<file path="src/rtl/vram_write_arbiter_if.sv">
// vram_write_arbiter_if: requester handshakes, clear control and VRAM write-port bus
// of the arbiter, bundled so render blocks and the arbiter share one connection.
interface vram_write_arbiter_if #(
    parameter int AW = 15,
    parameter int DW = 12
);
    logic          req0, req1, gnt0, gnt1, done0, done1;
    logic [AW-1:0] addr0, addr1, madd;
    logic [DW-1:0] data0, data1, prgb;
    logic          clr_start, clr_busy, vwe;
    modport master (
        output req0, addr0, data0, req1, addr1, data1, clr_start,
        input  gnt0, done0, gnt1, done1, clr_busy, madd, vwe, prgb
    );
    modport slave (
        input  req0, addr0, data0, req1, addr1, data1, clr_start,
        output gnt0, done0, gnt1, done1, clr_busy, madd, vwe, prgb
    );
endinterface

</file>
<file path="src/rtl/vram_write_arbiter.sv">
// vram_write_arbiter: round-robin sharing of the VRAM write port between two pixel
// writers, with each write held HOLD cycles and a built-in full-buffer clear engine.
module vram_write_arbiter #(
    parameter int            AW        = 15,
    parameter int            DW        = 12,
    parameter int            HOLD      = 4,
    parameter int            DEPTH     = 30000,
    parameter logic [DW-1:0] CLR_COLOR = '0
) (
    input logic                clk,
    input logic                rst_n,
    vram_write_arbiter_if.slave bus
);
    localparam int CW = HOLD > 1 ? $clog2(HOLD) : 1;
    localparam logic [1:0] IDLE = 2'd0, WRITE = 2'd1, CLEAR = 2'd2;
    localparam logic [CW-1:0] CNT_LAST = CW'(HOLD - 1);
    localparam logic [AW-1:0] ADDR_LAST = AW'(DEPTH - 1);
    logic [1:0]    state_q, state_d;
    logic [CW-1:0] cnt_q, cnt_d;
    logic [AW-1:0] madd_q, madd_d;
    logic [DW-1:0] prgb_q, prgb_d;
    logic          vwe_q, vwe_d;
    logic [1:0]    gnt_q, gnt_d;
    logic [1:0]    done_q, done_d;
    logic          last_q, last_d;
    logic          clr_pend_q, clr_pend_d;
    logic          clr_busy_q, clr_busy_d;
    logic [1:0]    elig;
    logic          pick;
    always_comb begin
        // a requester whose done pulse is showing still has its old req up
        elig       = {bus.req1, bus.req0} & ~done_q;
        pick       = (&elig) ? ~last_q : elig[1];
        state_d    = state_q;
        cnt_d      = cnt_q + 1'b1;
        madd_d     = madd_q;
        prgb_d     = prgb_q;
        vwe_d      = vwe_q;
        gnt_d      = gnt_q;
        done_d     = '0;
        last_d     = last_q;
        clr_pend_d = clr_pend_q | (bus.clr_start & (state_q != CLEAR));
        if (state_q == IDLE) begin
            cnt_d = '0;
            if (clr_pend_q) begin
                state_d = CLEAR;
                madd_d  = '0;
                prgb_d  = CLR_COLOR;
                vwe_d   = 1'b1;
            end else if (|elig) begin
                state_d = WRITE;
                madd_d  = pick ? bus.addr1 : bus.addr0;
                prgb_d  = pick ? bus.data1 : bus.data0;
                vwe_d   = 1'b1;
                gnt_d   = pick ? 2'b10 : 2'b01;
            end
        end else if (cnt_q == CNT_LAST) begin
            cnt_d = '0;
            if (state_q == WRITE) begin
                state_d = IDLE;
                vwe_d   = 1'b0;
                gnt_d   = '0;
                done_d  = gnt_q;
                last_d  = gnt_q[1];
            end else if (madd_q == ADDR_LAST) begin
                state_d    = IDLE;
                vwe_d      = 1'b0;
                madd_d     = '0;
                clr_pend_d = 1'b0;
            end else begin
                madd_d = madd_q + 1'b1;
            end
        end
        clr_busy_d = clr_pend_d | (state_d == CLEAR);
    end
    always_ff @(posedge clk or negedge rst_n) begin
        if (!rst_n) begin
            state_q    <= IDLE;
            cnt_q      <= '0;
            madd_q     <= '0;
            prgb_q     <= '0;
            vwe_q      <= 1'b0;
            gnt_q      <= '0;
            done_q     <= '0;
            last_q     <= 1'b1;
            clr_pend_q <= 1'b0;
            clr_busy_q <= 1'b0;
        end else begin
            state_q    <= state_d;
            cnt_q      <= cnt_d;
            madd_q     <= madd_d;
            prgb_q     <= prgb_d;
            vwe_q      <= vwe_d;
            gnt_q      <= gnt_d;
            done_q     <= done_d;
            last_q     <= last_d;
            clr_pend_q <= clr_pend_d;
            clr_busy_q <= clr_busy_d;
        end
    end
    assign bus.gnt0     = gnt_q[0];
    assign bus.gnt1     = gnt_q[1];
    assign bus.done0    = done_q[0];
    assign bus.done1    = done_q[1];
    assign bus.madd     = madd_q;
    assign bus.prgb     = prgb_q;
    assign bus.vwe      = vwe_q;
    assign bus.clr_busy = clr_busy_q;
endmodule

</file>
<file path="src/flat_wrapper.sv">
// flat-port wrapper written by rule: the top's interface ports become plain ports
module vram_write_arbiter_flat 
#(
    parameter int            AW        = 15,
    parameter int            DW        = 12,
    parameter int            HOLD      = 4,
    parameter int            DEPTH     = 30000,
    parameter logic [DW-1:0] CLR_COLOR = '0
)
  (clk, rst_n, bus_req0, bus_addr0, bus_data0, bus_req1, bus_addr1, bus_data1, bus_clr_start, bus_gnt0, bus_done0, bus_gnt1, bus_done1, bus_clr_busy, bus_madd, bus_vwe, bus_prgb);
  vram_write_arbiter_if #(.AW(AW), .DW(DW)) bus_i ();
  input logic clk;
  input logic rst_n;
  input wire logic [$bits(bus_i.req0)-1:0] bus_req0;
  input wire logic [$bits(bus_i.addr0)-1:0] bus_addr0;
  input wire logic [$bits(bus_i.data0)-1:0] bus_data0;
  input wire logic [$bits(bus_i.req1)-1:0] bus_req1;
  input wire logic [$bits(bus_i.addr1)-1:0] bus_addr1;
  input wire logic [$bits(bus_i.data1)-1:0] bus_data1;
  input wire logic [$bits(bus_i.clr_start)-1:0] bus_clr_start;
  output wire logic [$bits(bus_i.gnt0)-1:0] bus_gnt0;
  output wire logic [$bits(bus_i.done0)-1:0] bus_done0;
  output wire logic [$bits(bus_i.gnt1)-1:0] bus_gnt1;
  output wire logic [$bits(bus_i.done1)-1:0] bus_done1;
  output wire logic [$bits(bus_i.clr_busy)-1:0] bus_clr_busy;
  output wire logic [$bits(bus_i.madd)-1:0] bus_madd;
  output wire logic [$bits(bus_i.vwe)-1:0] bus_vwe;
  output wire logic [$bits(bus_i.prgb)-1:0] bus_prgb;
  assign bus_i.req0 = bus_req0;
  assign bus_i.addr0 = bus_addr0;
  assign bus_i.data0 = bus_data0;
  assign bus_i.req1 = bus_req1;
  assign bus_i.addr1 = bus_addr1;
  assign bus_i.data1 = bus_data1;
  assign bus_i.clr_start = bus_clr_start;
  assign bus_gnt0 = bus_i.gnt0;
  assign bus_done0 = bus_i.done0;
  assign bus_gnt1 = bus_i.gnt1;
  assign bus_done1 = bus_i.done1;
  assign bus_clr_busy = bus_i.clr_busy;
  assign bus_madd = bus_i.madd;
  assign bus_vwe = bus_i.vwe;
  assign bus_prgb = bus_i.prgb;
  vram_write_arbiter #(.AW(AW), .DW(DW), .HOLD(HOLD), .DEPTH(DEPTH), .CLR_COLOR(CLR_COLOR)) u_core (.clk(clk), .rst_n(rst_n), .bus(bus_i));
endmodule
</file>
<file path="config.mk">
export PLATFORM = sky130hd
export DESIGN_NAME = vram_write_arbiter_flat
export DESIGN_NICKNAME = d
export VERILOG_FILES = /design/src/rtl/vram_write_arbiter_if.sv /design/src/rtl/vram_write_arbiter.sv /design/src/flat_wrapper.sv
export SDC_FILE = /design/constraint.sdc
export NUM_CORES = 1
export LEC_CHECK = 0
export ABC_AREA = 1
export CAP_MARGIN = 20
export CORE_MARGIN = 1
export CORE_UTILIZATION = 45
export CTS_BUF_LIST = sky130_fd_sc_hd__clkbuf_16
export CTS_CLUSTER_SIZE = 24
export DETAILED_ROUTE_END_ITERATION = 10
export GPL_TIMING_DRIVEN = 0
export PLACE_DENSITY = 0.81
export SLEW_MARGIN = 25
export SYNTH_ARGS = -nofsm -noshare
export SYNTH_HDL_FRONTEND = slang
export SYNTH_SLANG_ARGS = --single-unit
</file>
<file path="constraint.sdc">
create_clock -name clk -period 2.3 [get_ports clk]
set_clock_uncertainty 0.15 [all_clocks]
set_input_delay 0.23 -clock clk [delete_from_list [all_inputs] [get_ports clk]]
set_output_delay 0.23 -clock clk [all_outputs]
set_load 0.01 [all_outputs]
</file>
==> metrics.txt <==
Routed WL 6.99 mm; Synth Cell Area around 0.0025 mm^2; Syn Inst Count 352; DRT Pass-1 Iters 4; Post-CTS Setup Repair Bufs 0; endpoints failing hold 0; clk root buf clkbuf_16; largest family of logic cells by synthesized area simple AND/OR/NAND/NOR gates; syn_area_per_cell 7.02 um^2; num ports 92; GR Overflow Total 0; Post-synth EDFFs 0; final net count 513; flops & latches, synth 39; CTS tree done; post-route ant nets 0; Die X 76.1 um; Synth cell types 32; Worst R2R Start u_core.bus.madd[0]; first-pass GRT wire length 11.9 mm; worst-path fanout max 7; WL/cell 13.4 um; post-synthesis mux area share 0%; Critical Path End Type flip-flop; ratio of cells with drive above 1 in the final layout 8.61%; Core ar. roughly 0.0052 mm^2; Initial Util 47.5%; post-layout utilization of the core 70.3%; Compound-Gate Fraction of Synth Area 10.7%; Placed Area 0.00348 mm^2; simple-gate area share of the yosys netlist 38.8%; WP data required 2.36 ns; leakage between 1.5 and 2 nW; Die Ht 76.1 um; Max Cap Viol 0; most common cell after layout, fill and taps aside nand2_1; via/cell ratio roughly 5.2; largest net degree at the start of global routing 31; relative slew slack 66.7%; vias in the first global route 2656; area share of the largest cell type after synthesis between 30% and 40%; met3 GRT Util 6.11%; Power Density 924 mW/mm^2; detailed placement HPWL 5.47 mm; CTS clk-pin slew, worst paths roughly 0.06 ns; overall global routing resource usage 25.5%; diodes inserted 0; cell taking the most area after synthesis dfrtp_1; RSZ-0062 raised after global routing no; Num CTS Buffers 5; Max clock buf depth 2; DRT iter0 DRCs 177; sequential share of the synthesized area 39.6%; Final setup viols 0; Slew Limit Fails 0; Placer Congestion 0.905; critical path startpoint u_core.bus.madd[0]; outcome finished clean; Post-Synth XOR/XNOR Area 0.709%; Peak supply drop 0.537 mV; Critical Path AT 2.10 ns; grt met2 use 45.7%; startpoint types flip-flop; initial antenna violation count 0; Die ar. 0.00579 mm^2; Top Usage Layer GRT met2; area share of fa/ha/maj cells after synthesis around 1%; Crit Path Class flip-flop to flip-flop; fmax 491 MHz; worst-margin pin slew 0.498 ns; final period utilization 88.6%; asr flop ratio synth 100%; area grow syn2layout 48.1%; Yosys warning total 0; fin crit period 2.04 ns; largest cells by area after synthesis dfrtp_1 39%, nand2_1 18%, nor2_1 7.3%, nand3_1 6.3%, inv_1 5.9%; ys flop type dfrtp_1; Synth Net Count 413; most frequent cells in the layout 118 x nand2_1, 90 x clkdlybuf4s50_1, 48 x nor2_1, 39 x inv_1, 38 x dfrtp_1; # DRC 0; Placement Rows 26; met1 Usage GRT 30.0%; HP Class primary input to async pin; clk_lat worst skew 0.28 ns; Design Area, Final 0.00366 mm^2; total number of vias 2706; # clock sinks 39; port bufs 91; Max H-tree Level 2
[critical path: stages (launching register included)]
cell,delay (ns)
dfrtp_1,0.46
ha_1,0.28
nand3_1,0.15
inv_1,0.08
nand2_1,0.07
nor2_1,0.07
nor2_1,0.40
nand3_1,0.18
a21oi_2,0.15
[final cells by class]
class / count / area (um^2)
multi-input cells: 264 / 1260
plain buffers: 8 / 68.8
repair buffers: 93 / 936
clock buffers: 5 / 125
well taps: 70 / 87.6
flip-flops and latches: 39 / 977
clock inverters: 3 / 38.8
fillers: 434 / 1550
inverters: 41 / 159
[layer usage]
layer | vias to the layer above | part of all wire, %
met1 | 1266 | 41
met5 | - | 0
met3 | 17 | 6.5
li1 | 1321 | -
met2 | 102 | 51
met4 | 0 | 1.7
[worst paths after layout]
kind                                       end  slack, ns  depth (start not counted)
max                        u_core.bus.madd[13]       0.26                          8
min                        u_core.bus.madd[10]       0.20                          2
max reg2reg                u_core.bus.madd[13]       0.26                          8
min reg2reg                    u_core.cnt_q[0]       0.31                          1
max in group asynchronous        u_core.last_q       1.29                          3
min in group clk               u_core.cnt_q[0]       0.31                          1
[synth_stat cells (2+ instances only)]
master	number
inv_1	39
or2_2	5
nand3_1	31
a21oi_2	2
buf_2	3
o22ai_1	2
nand2_1	118
a21oi_1	5
nor2_2	6
xor2_1	2
o211ai_1	3
buf_4	3
nand4_1	6
dfrtp_1	38
nand2_4	2
o21ai_0	12
nor2_1	48
ha_1	2
a22oi_1	12
[what timing repair did]
action	CTS	global route
endpoints found under the hold margin	38	0
gates resized for setup	0	0
hold buffers	1	0
[logic make-up after synthesis]
logic type               count (synthesis)
AND/OR/NAND/NOR                        220
AO/OA/AOI/OAI                           40
buffers and inverters                   49
adder cells (fa/ha/maj)                  2
flip-flops                              39
XOR/XNOR                                 2
[per-stage QoR]
step / setup TNS [ns] / power [mW] / setup WS [ns] / cells / hold slack (ns)
floorplan: 0 / 1.99 / 0.644 / 352 / -0.216
global placement: -5.63 / 2.56 / -0.151 / 513 / 0.278
detailed placement: 0 / 2.61 / 0.119 / 514 / -0.0363
CTS: 0 / 3.39 / 0.280 / 523 / 0.210
global route: 0 / 3.64 / 0.0588 / 523 / 0.231
finish: 0 / 3.38 / 0.262 / 523 / 0.198
[registers in the layout, indices dropped and copies added, names as in the netlist]
register             count
u_core.bus.vwe           1
u_core.cnt_q             2
u_core.state_q           2
u_core.last_q            1
u_core.clr_pend_q        1
u_core.bus.prgb         12
u_core.bus.madd         15
u_core.done_q            2
u_core.bus.clr_busy      1
u_core.gnt_q             2
[power breakdown]
part           internal (mW)  total [mW]  switching [mW]
clock                  0.506       0.777           0.271
combinational          0.705        1.52           0.815
sequential             0.864        1.08           0.221
total                   2.07        3.38            1.31
(Power assumes the default switching activity.)
